File: config.mk
export PLATFORM = sky130hd
export DESIGN_NAME = rptr_fwft_handler
export DESIGN_NICKNAME = d
export VERILOG_FILES = /design/src/rtl/fifo_pkg.sv /design/src/rtl/fwft_out_stage.sv /design/src/rtl/rptr_fwft_handler.sv
export SDC_FILE = /design/constraint.sdc
export NUM_CORES = 1
export LEC_CHECK = 0
export ABC_AREA = 1
export CAP_MARGIN = 0
export CORE_MARGIN = 1
export CORE_UTILIZATION = 43
export DETAILED_ROUTE_END_ITERATION = 6
export GPL_ROUTABILITY_DRIVEN = 0
export GPL_TIMING_DRIVEN = 0
export PLACE_DENSITY_LB_ADDON = 0.12
export RECOVER_POWER = 25
export SLEW_MARGIN = 10
export SYNTH_ARGS = -nofsm -noshare
export SYNTH_HDL_FRONTEND = slang
export SYNTH_SLANG_ARGS = --single-unit
File: constraint.sdc
create_clock -name rclk -period 3.33 [get_ports rclk]
set_clock_uncertainty 0.05 [all_clocks]
set_input_delay 0.666 -clock rclk [delete_from_list [all_inputs] [get_ports rclk]]
set_output_delay 0.666 -clock rclk [all_outputs]
set_load 0.02 [all_outputs]
File: src/rtl/fifo_pkg.sv
// -----------------------------------------------------------------------------
// fifo_pkg
// Shared definitions for the asynchronous FIFO pointer handlers.
//   PTR_WIDTH_DEF / DATA_WIDTH_DEF : default address and data widths
//   PTR_MAX                        : widest pointer the Gray helpers accept
//   bin2gray / gray2bin            : pointer code conversions, used by both
//                                    the read- and write-pointer handlers.
// Callers zero-extend a narrower pointer to PTR_MAX bits and truncate the
// result with a size cast. Zero upper bits leave the lower bits of both
// conversions unchanged.
// -----------------------------------------------------------------------------
package fifo_pkg;

  localparam int PTR_WIDTH_DEF  = 3;
  localparam int DATA_WIDTH_DEF = 8;
  localparam int PTR_MAX        = 16;

  function automatic logic [PTR_MAX-1:0] bin2gray(input logic [PTR_MAX-1:0] bin);
    return bin ^ (bin >> 1);
  endfunction

  function automatic logic [PTR_MAX-1:0] gray2bin(input logic [PTR_MAX-1:0] gray);
    logic [PTR_MAX-1:0] bin;
    bin[PTR_MAX-1] = gray[PTR_MAX-1];
    for (int i = PTR_MAX - 2; i >= 0; i--) begin
      bin[i] = bin[i+1] ^ gray[i];
    end
    return bin;
  endfunction

endpackage : fifo_pkg

File: src/rtl/fwft_out_stage.sv
// -----------------------------------------------------------------------------
// fwft_out_stage
// Two-entry first-word-fall-through buffer behind a synchronous-read memory.
// It holds the out register, the skid register and the in-flight flag, and it
// grants read credit so the buffer can never overflow.
//   clk_i, rst_i  : clock, synchronous active-high reset
//   issue_i       : a memory read is issued this cycle (data returns next cycle)
//   rd_data_i     : memory read data, valid the cycle after issue_i
//   m_ready_i     : consumer ready
//   credit_ok_o   : room for one more read issued this cycle
//   m_valid_o     : out register holds a word
//   m_data_o      : out register data
// -----------------------------------------------------------------------------
module fwft_out_stage #(
  parameter int Data_Width = 8
) (
  input  logic                  clk_i,
  input  logic                  rst_i,
  input  logic                  issue_i,
  input  logic [Data_Width-1:0] rd_data_i,
  input  logic                  m_ready_i,
  output logic                  credit_ok_o,
  output logic                  m_valid_o,
  output logic [Data_Width-1:0] m_data_o
);

  logic                  out_valid_q, out_valid_d;
  logic [Data_Width-1:0] out_data_q,  out_data_d;
  logic                  skid_valid_q, skid_valid_d;
  logic [Data_Width-1:0] skid_data_q,  skid_data_d;
  logic                  inflight_q;
  logic                  pop;
  logic [1:0]            occupancy;

  assign pop = out_valid_q && m_ready_i;

  // Words held or on their way, minus the one leaving this cycle. Fewer than
  // two means one more read can be issued without ever needing a third slot.
  // A pop implies out_valid_q, so the subtraction cannot underflow.
  assign occupancy   = {1'b0, out_valid_q} + {1'b0, skid_valid_q} + {1'b0, inflight_q}
                     - {1'b0, pop};
  assign credit_ok_o = (occupancy < 2'd2);

  // NOTE: every signal assigned here gets a default first, so no path leaves
  // one unassigned and no latch is inferred.
  always_comb begin
    out_valid_d  = out_valid_q;
    out_data_d   = out_data_q;
    skid_valid_d = skid_valid_q;
    skid_data_d  = skid_data_q;

    if (pop && skid_valid_q) begin
      // The skid word is older than any returning word: it moves to out first.
      out_valid_d  = 1'b1;
      out_data_d   = skid_data_q;
      skid_valid_d = inflight_q;
      if (inflight_q) begin
        skid_data_d = rd_data_i;
      end
    end else if (!out_valid_q || pop) begin
      // Out slot free (or freeing) and skid empty: the returning word goes to out.
      out_valid_d = inflight_q;
      if (inflight_q) begin
        out_data_d = rd_data_i;
      end
    end else if (inflight_q) begin
      // Out is stalled: park the returning word in skid.
      skid_valid_d = 1'b1;
      skid_data_d  = rd_data_i;
    end
  end

  // NOTE: state registers use non-blocking assignments so every register
  // samples the pre-edge values, independent of statement order.
  always_ff @(posedge clk_i) begin
    if (rst_i) begin
      out_valid_q  <= 1'b0;
      out_data_q   <= '0;
      skid_valid_q <= 1'b0;
      skid_data_q  <= '0;
      inflight_q   <= 1'b0;
    end else begin
      out_valid_q  <= out_valid_d;
      out_data_q   <= out_data_d;
      skid_valid_q <= skid_valid_d;
      skid_data_q  <= skid_data_d;
      inflight_q   <= issue_i;
    end
  end

  assign m_valid_o = out_valid_q;
  assign m_data_o  = out_data_q;

endmodule : fwft_out_stage

File: src/rtl/rptr_fwft_handler.sv
// -----------------------------------------------------------------------------
// rptr_fwft_handler
// Read-domain pointer handler of the asynchronous FIFO with a first-word-fall-
// through output stream. It advances the binary/Gray read pointers, drives the
// synchronous-read memory port and reports empty, almost-empty and occupancy.
//   rclk, rrst    : read clock, synchronous active-high reset
//   g_wptr_sync   : Gray write pointer, already synchronised into rclk
//   rd_en         : memory read strobe (combinational)
//   rd_addr       : memory read address
//   rd_data       : memory read data, valid the cycle after rd_en
//   b_rptr/g_rptr : binary / Gray read pointers (registered)
//   empty         : no unread words in the memory (registered)
//   almost_empty  : rd_level <= Almost_Empty_Th (registered)
//   rd_level      : unread words in the memory (registered)
//   m_valid/m_ready/m_data : output stream
// empty describes the memory only; a word can still sit in the output buffer.
// -----------------------------------------------------------------------------
module rptr_fwft_handler
  import fifo_pkg::*;
#(
  parameter int Ptr_Width       = PTR_WIDTH_DEF,
  parameter int Data_Width      = DATA_WIDTH_DEF,
  parameter int Almost_Empty_Th = 1
) (
  input  logic                  rclk,
  input  logic                  rrst,
  input  logic [Ptr_Width:0]    g_wptr_sync,
  output logic                  rd_en,
  output logic [Ptr_Width-1:0]  rd_addr,
  input  logic [Data_Width-1:0] rd_data,
  output logic [Ptr_Width:0]    b_rptr,
  output logic [Ptr_Width:0]    g_rptr,
  output logic                  empty,
  output logic                  almost_empty,
  output logic [Ptr_Width:0]    rd_level,
  output logic                  m_valid,
  input  logic                  m_ready,
  output logic [Data_Width-1:0] m_data
);

  localparam logic [Ptr_Width:0] AE_TH = (Ptr_Width + 1)'(Almost_Empty_Th);

  logic [Ptr_Width:0] b_rptr_q, b_rptr_d;
  logic [Ptr_Width:0] g_rptr_q, g_rptr_d;
  logic [Ptr_Width:0] rd_level_q, rd_level_d;
  logic               empty_q, empty_d;
  logic               almost_empty_q, almost_empty_d;
  logic [Ptr_Width:0] wbin;
  logic               credit_ok;

  // A read is issued whenever the memory holds a word and the output buffer
  // has a free slot for it by the time it returns.
  assign rd_en = !empty_q && credit_ok;

  assign b_rptr_d = b_rptr_q + {{Ptr_Width{1'b0}}, rd_en};
  assign g_rptr_d = (Ptr_Width + 1)'(bin2gray(PTR_MAX'(b_rptr_d)));
  assign wbin     = (Ptr_Width + 1)'(gray2bin(PTR_MAX'(g_wptr_sync)));

  // Modular difference: the extra MSB distinguishes full (2**Ptr_Width)
  // from empty (0) when the lower bits match.
  assign rd_level_d     = wbin - b_rptr_d;
  assign empty_d        = (g_rptr_d == g_wptr_sync);
  assign almost_empty_d = (rd_level_d <= AE_TH);

  always_ff @(posedge rclk) begin
    if (rrst) begin
      b_rptr_q       <= '0;
      g_rptr_q       <= '0;
      rd_level_q     <= '0;
      empty_q        <= 1'b1;
      almost_empty_q <= 1'b1;
    end else begin
      b_rptr_q       <= b_rptr_d;
      g_rptr_q       <= g_rptr_d;
      rd_level_q     <= rd_level_d;
      empty_q        <= empty_d;
      almost_empty_q <= almost_empty_d;
    end
  end

  fwft_out_stage #(
    .Data_Width (Data_Width)
  ) u_out_stage (
    .clk_i       (rclk),
    .rst_i       (rrst),
    .issue_i     (rd_en),
    .rd_data_i   (rd_data),
    .m_ready_i   (m_ready),
    .credit_ok_o (credit_ok),
    .m_valid_o   (m_valid),
    .m_data_o    (m_data)
  );

  assign rd_addr      = b_rptr_q[Ptr_Width-1:0];
  assign b_rptr       = b_rptr_q;
  assign g_rptr       = g_rptr_q;
  assign empty        = empty_q;
  assign almost_empty = almost_empty_q;
  assign rd_level     = rd_level_q;

endmodule : rptr_fwft_handler

==> impl_metrics.sql <==
INSERT INTO impl_metrics (metric_group, metric, value, unit) VALUES
('final_layout', 'final_layout_size_suffix_gt1_share', '21.8', '%'),
('detailed_routing', 'drc', '0', ''),
('power', 'seq_power_share', '39.5', '%'),
('final_layout', 'n_fill_cell', '277', ''),
('worst_setup_path', 'setup.worst_path.start_class', 'input pin', ''),
('worst_setup_path', 'cp_data_required_time', '2.61', 'ns'),
('detailed_routing', 'count_of_nets_left_with_antenna_violations_after_detail_routing', '0', ''),
('status', 'outcome', 'finished clean', ''),
('synthesis', 'synth-seq-area-share', '41.2', '%'),
('cts', 'cts_made_buffers', '5', ''),
('worst_setup_path', 'crit-reg2reg-capture', 'almost_empty', ''),
('timing', 'timing.final.setup_violations', '0', ''),
('placement', 'buffer_ports.inserted', '41', ''),
('synthesis', 'yosysTopAreaCell', 'dfxtp_1', ''),
('timing', 'final_period_minus_worst_setup_slack', '3.09', 'ns'),
('global_route', 'globalRouteOverflowTotal', '0', ''),
('job', 'drv.max_cap_violation_count', '0', ''),
('worst_setup_path', 'cp.arrival', '2.37', 'ns'),
('power', 'clockPowerShare', '26.0', '%'),
('die', 'chipWidth', '62.1', 'µm'),
('timing', 'worst_slew_pin_tran', '0.488', 'ns'),
('final_layout', 'diodes', '0', ''),
('global_route', 'wire_length_of_the_first_global_routing_pass', '5560', 'µm'),
('cts', 'clock-root-buffer', 'clkbuf_4', ''),
('power', 'net-switching-power', '0.355', 'mW'),
('timing', 'final_min_period_over_clock_period', '92.8', '%'),
('global_route', 'initial_antenna_violation_count', '0', ''),
('final_layout', 'final_net_count', '274', ''),
('detailed_routing', 'detail_route.vias_per_cell', '4.59', ''),
('timing', 'achievable-frequency', '0.324', 'GHz'),
('cts', 'tritoncts', 'yes', ''),
('synthesis', 'area_share_of_the_leading_cell_type_in_the_synthesized_netlist', '41.2', '%'),
('global_route', 'first_global_vias', '1284', ''),
('power', 'internal-power', '0.772', 'mW'),
('synthesis', 'mappedNetlistNets', '218', ''),
('worst_setup_path', 'regToRegSetupSlack', '0.33', 'ns'),
('final_layout', 'most-common-layout-cells', 'clkdlybuf4s50_1 (39), nand2_1 (34), dfxtp_1 (32)', ''),
('power', 'total_leakage_power', '0.994', 'nW'),
('global_route', 'grt_usage', '18.5', '%'),
('timing', 'hold_viol_final', '0', ''),
('hold_path', 'path_type_of_the_worst_min_delay_path', 'flip-flop to flip-flop', ''),
('die', 'initial_utilization', '45.9', '%'),
('global_route', 'use_met3', '5.70', '%'),
('final_layout', 'sequential_cell_area', '641', 'µm²'),
('timing', 'totalNegativeSetupSlack', '0', 'ns'),
('cts', 'cts_max_level', '2', ''),
('global_route', 'grt.busiest_layer', 'met2', ''),
('cts', 'cts.sink_count', '32', ''),
('die', 'core_region_area', '3390', 'µm²'),
('die', 'full_die_area', '3860', 'µm²'),
('cts', 'clkSlewWorstSetupHoldPaths', '0.10', 'ns'),
('worst_setup_path', 'worst_r2r_startpoint', 'u_out_stage.m_valid_o', ''),
('detailed_routing', 'wl', '3240', 'µm'),
('final_layout', 'multiInputGateArea', '843', 'µm²'),
('worst_setup_path', 'timing.critical_path.from', 'm_ready', ''),
('worst_setup_path', 'critical_path_class', 'input pin to output port', ''),
('detailed_routing', 'drt-pass1-iter-count', '4', ''),
('final_layout', 'flow.area_growth_from_synthesis', '43.0', '%'),
('timing', 'worst_rel_slew_slack', '67.5', '%'),
('final_layout', 'final_common_cell', 'clkdlybuf4s50_1', ''),
('synthesis', 'synthTopCellsByArea', 'dfxtp_1 (41%), nand2_1 (8.4%), nor2_1 (6.5%)', ''),
('synthesis', 'post_synth_inst_count', '195', ''),
('detailed_routing', 'drt_iter0_markers', '54', ''),
('worst_setup_path', 'ff2ff_path_depth', '20', ''),
('power', 'power.switching_fraction', '31.5', '%'),
('worst_setup_path', 'critical_path.max_fanout', '2', ''),
('power', 'power.density', '507', 'nW/µm²'),
('global_route', 'gr-usage-met2', '27.1', '%'),
('worst_setup_path', 'crit_path_end', 'rd_en', ''),
('die', 'top_level_ports', '42', ''),
('synthesis', 'syn-cell-area', '1560', 'µm²');
power by group through the flow:
stage	Sequential (mW)	Clock [mW]	Combinational, mW
after floorplan	0.500	0	0.174
after global placement	0.454	0	0.354
after detailed placement	0.454	0	0.356
after CTS	0.446	0.301	0.363
after global routing	0.451	0.318	0.424
final	0.445	0.293	0.390
cells by family after synthesis:
| kind of cell | Yosys count | share of synthesized area (%) |
|---|---|---|
| buffers and inverters | 31 | 8.61 |
| adder cells (fa/ha/maj) | 8 | 6.44 |
| AO/OA/AOI/OAI | 30 | 10.5 |
| flip-flops | 32 | 41.2 |
| AND/OR/NAND/NOR | 87 | 28.3 |
| XOR/XNOR | 7 | 4.91 |
metrics by stage:
step	cell area, µm²	setup WS [ns]	utilization [%]	total power [mW]	std cells
after global placement	2060	-0.403	60.9	0.808	282
after CTS	2160	0.00228	63.8	1.11	292
final	2220	0.239	65.6	1.13	298
after detailed placement	2060	-0.461	60.9	0.810	282
after floorplan	1600	0.0159	-	0.674	195
after global routing	2220	0.0478	65.6	1.19	298
metal layers:
layer	share of wire, %	routed length, µm
met5	0	0
met4	1.9	60
met3	4.1	134
met2	44	1420
met1	50	1630
Yosys cell counts (all sizes together):
cell	instances
nor2	33
xor2	5
nand3b	1
dfxtp	32
ha	8
nand3	7
inv	22
nor3	1
o21ai	18
nor4	1
a31oi	8
nand2	43
a21oi	4
clkbuf	2
and2	1
xnor2	2
buf	7
sequential cells by signal, summed over array words and instances (netlist names):
register	count
u_out_stage.m_data_o	8
u_out_stage.skid_data_q	8
b_rptr	4
rd_level	4
g_rptr	3
almost_empty	1
empty	1
u_out_stage.inflight_q	1
u_out_stage.m_valid_o	1
u_out_stage.skid_valid_q	1
critical path, cell delays in order:
cell and delay, ns:
dlymetal6s2s_1 0.13, nand2_1 0.06, inv_1 0.06, ha_1 0.27
inv_1 0.04, ha_1 0.28, a21oi_2 0.18, nor2_2 0.07
nor3_4 0.17, buf_4 0.13, dlygate4sd2_1 0.32
repair_timing:
item                                    4_1_cts  5_1_grt
resized for setup                             4        8
hold buffers                                  0        0
setup buffers                                 2        6
pin swaps                                     5       12
endpoints found under the setup margin        3        6
worst min-delay path by stage:
stage | from | end | slack (ns) | depth (start not counted)
after floorplan | u_out_stage.skid_data_q[0] | u_out_stage.m_data_o[0] | 0.40 | 2
after global placement | u_out_stage.skid_data_q[5] | u_out_stage.m_data_o[5] | 0.41 | 2
after detailed placement | u_out_stage.skid_data_q[5] | u_out_stage.m_data_o[5] | 0.42 | 2
after CTS | u_out_stage.skid_data_q[5] | u_out_stage.m_data_o[5] | 0.43 | 2
after global routing | u_out_stage.skid_data_q[0] | u_out_stage.m_data_o[0] | 0.45 | 2
final | u_out_stage.skid_data_q[1] | u_out_stage.m_data_o[1] | 0.43 | 2
layout make-up:
| type | instances | area share, % |
|---|---|---|
| Clock inverter | 2 | 1.58 |
| Sequential cell | 32 | 28.8 |
| Clock buffer | 6 | 1.86 |
| Tap cell | 46 | 2.59 |
| Timing Repair Buffer | 49 | 21.2 |
| Multi-Input combinational cell | 132 | 37.9 |
| Buffer | 9 | 2.19 |
| Inverter | 22 | 3.83 |
Note: power is estimated with default switching activity, not from simulation.
